[src/rtl/div_check_sched.sv]
// rtl/div_check_sched.sv - round-robin scheduler over one shared bit-serial residue engine
// Optional: DIV_CHECK_SCHED_ERR_EN adds rsp_err and a fast path for modulus 0.
module div_check_sched #(
    parameter int NREQ = 4,
    parameter int W    = 8,
    parameter int MODW = 4,
    localparam int IDW = (NREQ > 1) ? $clog2(NREQ) : 1
) (
    input  logic                 clk,
    input  logic                 resetn,
    input  logic [NREQ-1:0]      req_valid,
    output logic [NREQ-1:0]      req_ready,
    input  logic [NREQ*W-1:0]    req_data,
    input  logic [NREQ*MODW-1:0] req_mod,
    output logic                 rsp_valid,
    input  logic                 rsp_ready,
    output logic [IDW-1:0]       rsp_id,
    output logic [MODW-1:0]      rsp_rem,
    output logic                 rsp_div,
`ifdef DIV_CHECK_SCHED_ERR_EN
    output logic                 rsp_err,
`endif
    output logic                 busy
);

    localparam int CW = $clog2(W + 1);

    typedef enum logic [1:0] {
        S_IDLE,
        S_SHIFT,
        S_DONE
    } state_t;

    state_t          r_state;
    logic [IDW-1:0]  r_rr_ptr;
    logic [IDW-1:0]  r_id;
    logic [W-1:0]    r_sreg;
    logic [MODW-1:0] r_mod;
    logic [MODW-1:0] r_res;
    logic [CW-1:0]   r_cnt;
    logic            r_rsp_valid;
    logic [IDW-1:0]  r_rsp_id;
    logic [MODW-1:0] r_rsp_rem;
    logic            r_rsp_div;
    logic            r_busy;
`ifdef DIV_CHECK_SCHED_ERR_EN
    logic            r_rsp_err;
`endif

    logic            w_gnt_found;
    logic [IDW-1:0]  w_gnt_id;
    logic [IDW:0]    w_idx;
    logic [NREQ-1:0] w_onehot;
    logic [W-1:0]    w_gnt_data;
    logic [MODW-1:0] w_gnt_mod;
    logic [MODW:0]   w_r2;
    logic [MODW:0]   w_mod_ext;
    logic [MODW:0]   w_r_sub;
    logic [MODW-1:0] w_r_next;
    logic [MODW-1:0] w_rem_final;
    logic [IDW-1:0]  w_ptr_next;

    // Search starts at the round-robin pointer and wraps modulo NREQ.
    always_comb begin
        w_gnt_found = 1'b0;
        w_gnt_id    = '0;
        w_idx       = '0;
        for (int k = 0; k < NREQ; k++) begin
            w_idx = {1'b0, r_rr_ptr} + (IDW+1)'(k);
            if (w_idx >= (IDW+1)'(NREQ)) begin
                w_idx = w_idx - (IDW+1)'(NREQ);
            end
            if (!w_gnt_found && req_valid[w_idx[IDW-1:0]]) begin
                w_gnt_found = 1'b1;
                w_gnt_id    = w_idx[IDW-1:0];
            end
        end
    end

    always_comb begin
        w_onehot = '0;
        if (r_state == S_IDLE && resetn && w_gnt_found) begin
            w_onehot[w_gnt_id] = 1'b1;
        end
    end

    assign req_ready  = w_onehot;
    assign w_gnt_data = req_data[int'(w_gnt_id)*W +: W];
    assign w_gnt_mod  = req_mod[int'(w_gnt_id)*MODW +: MODW];

    // Residue stays below M, so 2r+bit < 2M and a single subtract restores it.
    assign w_r2        = {r_res, r_sreg[W-1]};
    assign w_mod_ext   = {1'b0, r_mod};
    assign w_r_sub     = w_r2 - w_mod_ext;
    assign w_r_next    = ((r_mod != '0) && (w_r2 >= w_mod_ext)) ? w_r_sub[MODW-1:0] : w_r2[MODW-1:0];
    assign w_rem_final = (r_mod == '0) ? '0 : w_r_next;
    assign w_ptr_next  = (r_id == IDW'(NREQ - 1)) ? '0 : r_id + IDW'(1);

    always_ff @(posedge clk) begin
        if (!resetn) begin
            r_state     <= S_IDLE;
            r_rr_ptr    <= '0;
            r_id        <= '0;
            r_sreg      <= '0;
            r_mod       <= '0;
            r_res       <= '0;
            r_cnt       <= '0;
            r_rsp_valid <= 1'b0;
            r_rsp_id    <= '0;
            r_rsp_rem   <= '0;
            r_rsp_div   <= 1'b0;
            r_busy      <= 1'b0;
`ifdef DIV_CHECK_SCHED_ERR_EN
            r_rsp_err   <= 1'b0;
`endif
        end else begin
            case (r_state)
                S_IDLE: begin
                    if (w_gnt_found) begin
                        r_id   <= w_gnt_id;
                        r_sreg <= w_gnt_data;
                        r_mod  <= w_gnt_mod;
                        r_res  <= '0;
                        r_cnt  <= CW'(W);
                        r_busy <= 1'b1;
`ifdef DIV_CHECK_SCHED_ERR_EN
                        if (w_gnt_mod == '0) begin
                            r_state     <= S_DONE;
                            r_rsp_valid <= 1'b1;
                            r_rsp_id    <= w_gnt_id;
                            r_rsp_rem   <= '0;
                            r_rsp_div   <= 1'b0;
                            r_rsp_err   <= 1'b1;
                        end else begin
                            r_state <= S_SHIFT;
                        end
`else
                        r_state <= S_SHIFT;
`endif
                    end
                end
                S_SHIFT: begin
                    r_res  <= w_r_next;
                    r_sreg <= r_sreg << 1;
                    r_cnt  <= r_cnt - CW'(1);
                    if (r_cnt == CW'(1)) begin
                        r_state     <= S_DONE;
                        r_rsp_valid <= 1'b1;
                        r_rsp_id    <= r_id;
                        r_rsp_rem   <= w_rem_final;
                        r_rsp_div   <= (r_mod != '0) && (w_r_next == '0);
`ifdef DIV_CHECK_SCHED_ERR_EN
                        r_rsp_err   <= 1'b0;
`endif
                    end
                end
                S_DONE: begin
                    if (rsp_ready) begin
                        r_state     <= S_IDLE;
                        r_rsp_valid <= 1'b0;
                        r_busy      <= 1'b0;
                        r_rr_ptr    <= w_ptr_next;
                    end
                end
                default: begin
                    r_state <= S_IDLE;
                end
            endcase
        end
    end

    assign rsp_valid = r_rsp_valid;
    assign rsp_id    = r_rsp_id;
    assign rsp_rem   = r_rsp_rem;
    assign rsp_div   = r_rsp_div;
    assign busy      = r_busy;
`ifdef DIV_CHECK_SCHED_ERR_EN
    assign rsp_err   = r_rsp_err;
`endif

endmodule

[config.mk]
export PLATFORM = sky130hd
export DESIGN_NAME = div_check_sched
export DESIGN_NICKNAME = d
export VERILOG_FILES = /design/src/rtl/div_check_sched.sv
export SDC_FILE = /design/constraint.sdc
export NUM_CORES = 1
export LEC_CHECK = 0
export ABC_AREA = 1
export BUFFER_PORTS_ARGS = -buffer_cell sky130_fd_sc_hd__buf_2
export CAP_MARGIN = 20
export CELL_PAD_IN_SITES_DETAIL_PLACEMENT = 1
export CELL_PAD_IN_SITES_GLOBAL_PLACEMENT = 2
export CORE_AREA = 3 3 97 99
export CTS_BUF_LIST = sky130_fd_sc_hd__clkbuf_16
export CTS_CLUSTER_DIAMETER = 60
export DETAILED_ROUTE_END_ITERATION = 8
export DIE_AREA = 0 0 100 102
export HOLD_SLACK_MARGIN = 0.02
export PLACE_DENSITY_LB_ADDON = 0.3
export SLEW_MARGIN = 40
export SYNTH_ARGS = -nofsm -noshare
export SYNTH_HDL_FRONTEND = slang
export SYNTH_SLANG_ARGS = --single-unit
[constraint.sdc]
create_clock -name clk -period 5.5 [get_ports clk]
set_input_delay 0.275 -clock clk [delete_from_list [all_inputs] [get_ports clk]]
set_output_delay 0.275 -clock clk [all_outputs]
set_load 0.005 [all_outputs]
Word level (Yosys, flattened, before mapping)
Index checks and enable logic that the tools add are counted.
- add/sub/neg operators: 10
- multiply operators: 0
- divide/modulo/power cells: 0
- order comparisons: 11
- equality and inequality tests: 7
- shift operators: 2
- muxes and demuxes: 41
- bitwise logic cells: 0
- reductions and logical operators: 25
- operators by type and width (kind ; count):
    $shiftx A32 B6 Y8 ; 1
    $mux W2 ; 12
    $mux W4 ; 5
    $pmux W4 S2 ; 2
    $pmux W8 S2 ; 1
    $shiftx A16 B5 Y4 ; 1
    $lt A2 B3 Y1 const B ; 5
    $mux W1 ; 12
    $ge A3 B3 Y1 const B ; 3
    $reduce_and A3 Y1 ; 3
    $bmux W1 S2 ; 4
    $logic_and A1 B1 Y1 ; 8
    $logic_not A4 Y1 ; 2
    $mux W8 ; 1
    $reduce_and A2 Y1 ; 4
    $sub A2 B1 Y2 const B ; 4
    $add A2 B2 Y3 const B ; 2
    $ne A2 B2 Y1 const B ; 3
    $pmux W2 S3 ; 1
    $reduce_bool A2 Y1 ; 3
    $ge A5 B4 Y1 ; 1
    $eq A2 B2 Y1 const B ; 2
    $eq A4 B1 Y1 const B ; 1
    $pmux W1 S2 ; 2
    other kinds (11) ; 13
- register bits: 35
- bits in latches: 0
- memory bits (writable): 0
- bits in read-only memories: 0
- input bits: 55
- output and inout bits: 13
- word-level logic and storage cells: 108
- memories: 0

Longest topological paths before layout
Gate-level depths: netlist of run 1.
- depth after elaboration: 19
- depth in mapped cells: 18
- depth with buffers taken out: 16

Worst setup path after synthesis of run 1
OpenSTA, ideal clock, no wires.
- path type: register to output
- start point: reg r_rr_ptr[0]
- end point: out req_ready[2]
- data arrival time: 1.542 ns
- data required time: 5.225 ns
- setup slack: 3.683 ns
- cell stages (with the launch flop): 12
- path buffers: 2
- cells stage by stage: dfxtp_1 -> buf_6 -> inv_6 -> nand2_1 -> nand3_2 -> nand2_2 -> nor2_8 -> nand3_4 -> nand3_4 -> inv_2 -> buf_6 -> nor3_1
- longest elaborated chain between the ends: 19
- elaborated cells on any way between the ends: 44
- classes of those cells: add/sub: 7; order compare: 6; mux: 23; reduce/logical: 8
- RTL lines (item ; RTL line ; RTL):
    from (decl) ; 35 ; logic [IDW-1:0] r_rr_ptr;
    from (signal assigned) ; 162 ; r_rr_ptr <= w_ptr_next;
    parallel branches: the longest is 18 deep, another holds $add A2 B1 Y3 ; n/a ;
    $mux W4 (*) ; 82 ; if (r_state == S_IDLE && resetn && w_gnt_found) begin
    to (decl) ; 12 ; output logic [NREQ-1:0] req_ready,
Mark *: on every way between the ends. The select of a mux whose other input is x is not followed.

Worst setup path after layout of run 1
- start point: reg r_rr_ptr[0]
- end point: out req_ready[0]
The elaborated chain is that of the path after synthesis.

==> qor.yml, run 1 <==
worst_setup_path:
  endpoint_kind: "primary output"
  crit_path_max_incr_delay_ps: 580
  reg2reg_to: "r_sreg[2]"
  crit_required_ps: 5220
  crit_buf_inv: 2
  cp_common_cell: "nand2_1"
  crit_fanout: 27
  startpoint: "r_rr_ptr[0]"
  cp_top_family: "simple AND/OR/NAND/NOR gates"
  crit_path_end: "req_ready[0]"
  path_cells: "nand2_1 -> nand3_1 -> nand2_1 -> nand2_1 -> nand3_2 -> nand3_4 -> inv_2 -> nor3_1 -> buf_2"
  crit_type: "reg2out"
  crit_arrival_ps: 2590
  ff2ff_path_depth: 14
  crit_slowest_cell: "dfxtp_1"
  rr_startpoint: "r_rr_ptr[0]"
  cp.depth: 9
  crit_path_start_kind: "flop"
  r2r_slack_ps: 3040
die:
  pin_count: 68
  dieArea_mm2: 0.0102
  coreArea_mm2: 0.00864
  fp.dieW_um: 100
  rows: 34
  start_util: 0.286
  fp.dieH_um: 102
timing:
  relSlewSlack: 0.563
  setup_tns_ps: 0
  fin_crit_sh: 0.521
  timing.fmax_mhz: 349
  worst_slew_pin_slew_ps: 655
  setup_violations: 0
  slew_viol_final: 0
  fin_skew_ps: 4.65
  hold_viol: 0
  rsz0062_at_grt: "false"
  finalWorstSetupSlack_ps: 2640
  min_period_ps: 2860
synth:
  ys.flop_type: "dfxtp_1"
  syn_area_mm2: 0.00247
  synth_top_area_cell: "dfxtp_1"
  yosysSeqAreaShare: 0.284
  synth_fp_nets: 458
  netlist_instances: 395
  yosys-top-cells-area: "dfxtp_1 28%, nand2_1 27%, inv_1 5.2%, a21oi_1 4.9%, nand4_1 4.8%"
  yosysWarningCount: 0
  synth.distinct_cells: 33
  synth_edf_count: 0
  yosysMostFrequentCell: "nand2_1"
  ys_ff_latch: 35
  syn_avg_cell_area_um2: 6.24
  synth-async-reset-ratio: 0
  synth_top_area_share: 0.284
  ys_top_cells_by_count: "176 x nand2_1, 35 x dfxtp_1, 34 x inv_1"
clock_tree:
  htreeDepth: 2
  clockBufferDepth: 2
  ctsHoldBuffers: 0
  post_cts_buffers: 0
  cts_made_buffers: 5
  cts_resized: 0
  cts-root-buf: "clkbuf_16"
  clk_pin_slew_ps: 60
  cts_tree: "done"
  tritoncts_num_sinks: 35
  clk_latency_ps: 280
power:
  p_int_mw: 0.553
  p_clk_frac: 0.313
  seqPwrFrac: 0.345
  power_switching_mw: 0.319
  p_per_area_mw_per_mm2: 292
  p_leak_nw: 1.57
  p_comb_frac: 0.342
  p_sw_frac: 0.366
  max-vdd-ir-drop_v: 0.000156
worst_hold_path:
  hold_start: "rsp_ready"
  hp-class: "in2reg"
grt:
  antenna_found_initial: 0
  grt_max_degree: 28
  gr-usage-all-layers: 0.152
  grt_pass1_vias: 2735
  grt_pass1_wl_mm: 12.6
  grt.overflow.total: 0
placement:
  place.port_buffers: 67
  gp_congestion: 0.810
  dp_hpwl_mm: 5.85
  placed_cells: 557
  pre_cts_slack_ps: 2920
cells_and_area:
  multiInputGateArea_mm2: 0.00151
  final-seq-area_um2: 701
  n_fill_cell: 1182
  antenna_cells: 0
  area_growth_syn_to_layout_pct: 21.2
  stdcell_count: 565
  final_layout_size_suffix_gt1_frac: 0.223
  layout.nets: 519
run_status:
  status: "complete, no violations"
route:
  wl_mm: 7.49
  drt-initial-drc-count: 58
  postRouteAntennaNets: 0
  dr.pass1.iters: 4
  post_drt_wl_per_cell_um: 13.3
  viasPerCell: 4.71
  drc: 0
  vias: 2663
flow_run:
  drv_cap: 0
-- worst min-delay path, cell delays in order --
cell	delay (ps)
buf_2	100
inv_1	40
nand2_1	60
a21oi_1	60
-- worst min path at each step --
stage / to / depth (start not counted)
final: r_state[1] / 4
after global placement: rsp_div / 2
after detailed placement: rsp_div / 2
after floorplan: r_res[3] / 2
after CTS: r_state[1] / 4
after global routing: r_state[1] / 4
-- sequential cells by signal, summed over array words and instances, names as in the netlist --
register and count:
rsp_div 1, r_id 2, r_sreg 8, busy 1, rsp_rem 4, rsp_valid 1, r_res 4, r_cnt 4
r_state 2, r_mod 4, rsp_id 2, r_rr_ptr 2
-- through the flow --
stage / power (mW) / area (um2) / hold slack, ps / utilization
global route: 0.948 / 2990 / 315 / 0.346
CTS: 0.886 / 2990 / 299 / 0.346
detailed placement: 0.605 / 2850 / 458 / 0.330
finish: 0.872 / 2990 / 301 / 0.346
global placement: 0.600 / 2850 / 454 / 0.330
floorplan: 0.523 / 2470 / 439 / -
-- cells by family (layout without fill, tap and decap cells) --
kind of cell               after synthesis  after routing  share of synthesized area
AOI/OAI and AO/OA                       45             45                     0.0974
adders and majority gates                8              8                     0.0436
xor gates and xnor gates                 3              3                     0.0107
and+or+nand+nor                        249            249                      0.460
DFF                                     35             35                      0.284
buffers and inverters                   55            117                      0.104
-- power by group through the flow --
stage	clock network, mW	registers (mW)	logic (mW)
floorplan	0	0.301	0.222
global placement	0	0.305	0.295
detailed placement	0	0.306	0.299
CTS	0.281	0.301	0.304
global route	0.296	0.304	0.348
finish	0.273	0.301	0.298
-- layout by cell type (no fill, tap or decap), types with 2 or more instances in the layout --
master / n
nand3_4: 2
o21ai_0: 12
nor2_8: 2
clkbuf_16: 5
nand2_4: 2
o21ai_1: 2
clkinv_1: 2
nand3_2: 3
nand4_1: 19
a21oi_1: 24
o22ai_1: 4
ha_1: 7
nor2_1: 12
inv_1: 35
dfxtp_1: 35
nand2_1: 176
inv_2: 3
buf_2: 67
nand2_2: 11
inv_4: 2
nor3_1: 5
nand3_1: 15
xnor2_1: 2
-- cell type report --
type / count / area share
repair buffers: 67 / 0.112
well taps: 108 / 0.0452
inverters: 42 / 0.0561
clock buffers: 5 / 0.0419
flip-flops and latches: 35 / 0.234
clock inverters: 3 / 0.00544
multi-input cells: 305 / 0.505
-- metal layers --
layer | part of all wire | global-route usage
met4 | 0.010 | 0.0352
met2 | 0.50 | 0.279
met1 | 0.45 | 0.184
met5 | 0 | 0
met3 | 0.039 | 0.0280
(Power assumes the default switching activity.)
==> run 2: changes to the inputs <==
- CORE_AREA: 3 3 97 99 -> 3 3 100 102
- DIE_AREA: 0 0 100 102 -> 0 0 103 105
- clock period: 5.5 -> 2.7 ns (I/O delays scaled with it)
==> qor.yml, run 2 (same netlist as run 1, synthesis figures left out) <==
worst_setup_path:
  crit_fanout: 10  # -63%
  endpoint_kind: "primary output"
  crit_slowest_cell: "dfxtp_2"
  crit_path_max_incr_delay_ps: 460  # -120 ps
  crit_path_start_kind: "flop"
  cp_common_cell: "nand2_1"
  crit_arrival_ps: 2140  # -450 ps
  crit_type: "reg2out"
  crit_required_ps: 2570  # -2650 ps
  path_cells: "inv_6 -> nand2_1 -> nand3_2 -> nand2_2 -> nor2_8 -> nand3_4 -> nand2_4 -> inv_4 -> nand2_1 -> nor3_1 -> buf_2"
route:
  dr.pass1.iters: 4  # unchanged
  vias: 2684  # +0.79%
  drc: 0  # unchanged
  postRouteAntennaNets: 0  # unchanged
  post_drt_wl_per_cell_um: 13.6  # +2.7%
  drt-initial-drc-count: 74  # +28%
  viasPerCell: 4.68  # -0.79%
  wl_mm: 7.81  # +4.3%
placement:
  place.port_buffers: 67  # unchanged
  dp_hpwl_mm: 6.03  # +3.2%
  gp_congestion: 0.829  # +2.3%
  placed_cells: 564  # +1.3%
run_status:
  status: "complete, no violations"
timing:
  setup_tns_ps: 0  # unchanged
  setup_violations: 0  # unchanged
  relSlewSlack: 0.566  # +0.00297
  min_period_ps: 2280
  fin_crit_sh: 0.844
  rsz0062_at_grt: "false"
  worst_slew_pin_slew_ps: 650  # -4.45 ps
  hold_viol: 0  # unchanged
  fin_skew_ps: 9.43  # +4.78 ps
  slew_viol_final: 0  # unchanged
  timing.fmax_mhz: 439
cells_and_area:
  final_layout_size_suffix_gt1_frac: 0.235  # +0.0122
  mostFrequentLayoutCells: "176 x nand2_1, 67 x buf_2, 35 x inv_1, 34 x dfxtp_1, 24 x a21oi_1"
  n_fill_cell: 1252  # +5.9%
  antenna_cells: 0  # unchanged
  largest_reg_flops: 8  # unchanged
  stdcell_count: 574  # +1.6%
  layout.nets: 525  # +1.2%
  final-seq-area_um2: 702  # +0.18%
  top_register: "r_sreg"
  mostFrequentLayoutCell: "nand2_1"
  multiInputGateArea_mm2: 0.00152  # +0.66%
  area_growth_syn_to_layout_pct: 23.3
grt:
  gr-usage-all-layers: 0.153  # +0.000807
  grt_pass1_wl_mm: 13.5  # +7.6%
  antenna_found_initial: 0  # unchanged
  grt_max_degree: 28  # unchanged
  grt.overflow.total: 0  # unchanged
  grt_pass1_vias: 2902  # +6.1%
clock_tree:
  cts_tree: "done"
  cts_made_buffers: 5  # unchanged
  htreeDepth: 2  # unchanged
  cts-root-buf: "clkbuf_16"
  clockBufferDepth: 2  # unchanged
  tritoncts_num_sinks: 35  # unchanged
  clk_pin_slew_ps: 60  # about the same
  clk_latency_ps: 280  # about the same
die:
  dieArea_mm2: 0.0108  # +6.0%
  fp.dieW_um: 103  # +3.0%
  coreArea_mm2: 0.00920  # +6.5%
  start_util: 0.268  # -0.0174
  fp.dieH_um: 105  # +2.9%
  pin_count: 68  # unchanged
  rows: 35  # +2.9%
power:
  p_comb_frac: 0.344  # +0.002
  p_per_area_mw_per_mm2: 588  # +100%
  p_clk_frac: 0.314  # about the same
  p_int_mw: 1.13  # +110%
  seqPwrFrac: 0.342  # -0.003
  max-vdd-ir-drop_v: 0.000258  # +66%
  p_sw_frac: 0.365  # -0.000422
  power_switching_mw: 0.654  # +100%
  p_leak_nw: 1.60  # +1.8%
worst_hold_path:
  hp-class: "in2reg"
flow_run:
  drv_cap: 0  # unchanged
run 2: cell types whose count changed in the layout (fill, tap and decap cells not counted), sizes merged:
cell,previous run,this run
buf,67,72
nand3,20,21
run 2: worst paths after layout:
path | from | endpoint | slack [ps] | cells after the start
hold reg to reg | busy | busy | 460 | 2
setup / recovery | r_rr_ptr[0] | req_ready[3] | 420 | 11
setup reg to reg | r_rr_ptr[0] | r_mod[2] | 570 | 14
hold / removal | rsp_ready | r_state[1] | 150 | 4
run 2: layout make-up:
type                       instances  area share
clock buffer                       5      0.0411
clock inverter                     3     0.00535
inverter                          42      0.0551
multi-input combinational        306       0.499
sequential                        35       0.231
tap                              111      0.0457
timing repair buffer              72       0.123
run 2: timing repair:
item | in CTS | in global routing
hold buffers | 0 | 0
hold endpoints to repair | 0 | 0
endpoints found under the setup margin | 0 | 7
gates resized for setup | 0 | 1
buffers inserted | 0 | 1
run 2: critical path: cells and delay by family, from the launching register on:
family	cells	cell delay, ps
AND/OR/NAND/NOR	8	990
flip-flops	1	460
buffers and inverters	3	390
run 2: layer usage:
| layer | routed length, um | up-vias | share of wire | global-route usage |
|---|---|---|---|---|
| li1 | - | 1396 | - | - |
| met2 | 3720 | 55 | 0.48 | 0.247 |
| met5 | 0 | - | 0 | 0 |
| met1 | 3690 | 1227 | 0.47 | 0.209 |
| met4 | 67 | 0 | 0.0086 | 0.0296 |
| met3 | 339 | 6 | 0.043 | 0.0327 |
run 2: power groups by stage:
stage	clock network, mW	registers, mW	logic (mW)
after floorplan	0	0.614	0.451
after global placement	0	0.621	0.611
after detailed placement	0	0.623	0.620
after CTS	0.575	0.612	0.625
after global routing	0.598	0.620	0.722
final	0.561	0.611	0.615
run 2: through the flow:
| stage | worst slack (ps) | util | power, mW | hold slack (ps) | area, um2 |
|---|---|---|---|---|---|
| after floorplan | 901 | - | 1.07 | 305 | 2470 |
| after global placement | 393 | 0.313 | 1.23 | 428 | 2880 |
| after detailed placement | 346 | 0.313 | 1.24 | 433 | 2880 |
| after CTS | 44.7 | 0.329 | 1.81 | 154 | 3020 |
| after global routing | 144 | 0.331 | 1.94 | 178 | 3040 |
| final | 422 | 0.331 | 1.79 | 155 | 3040 |
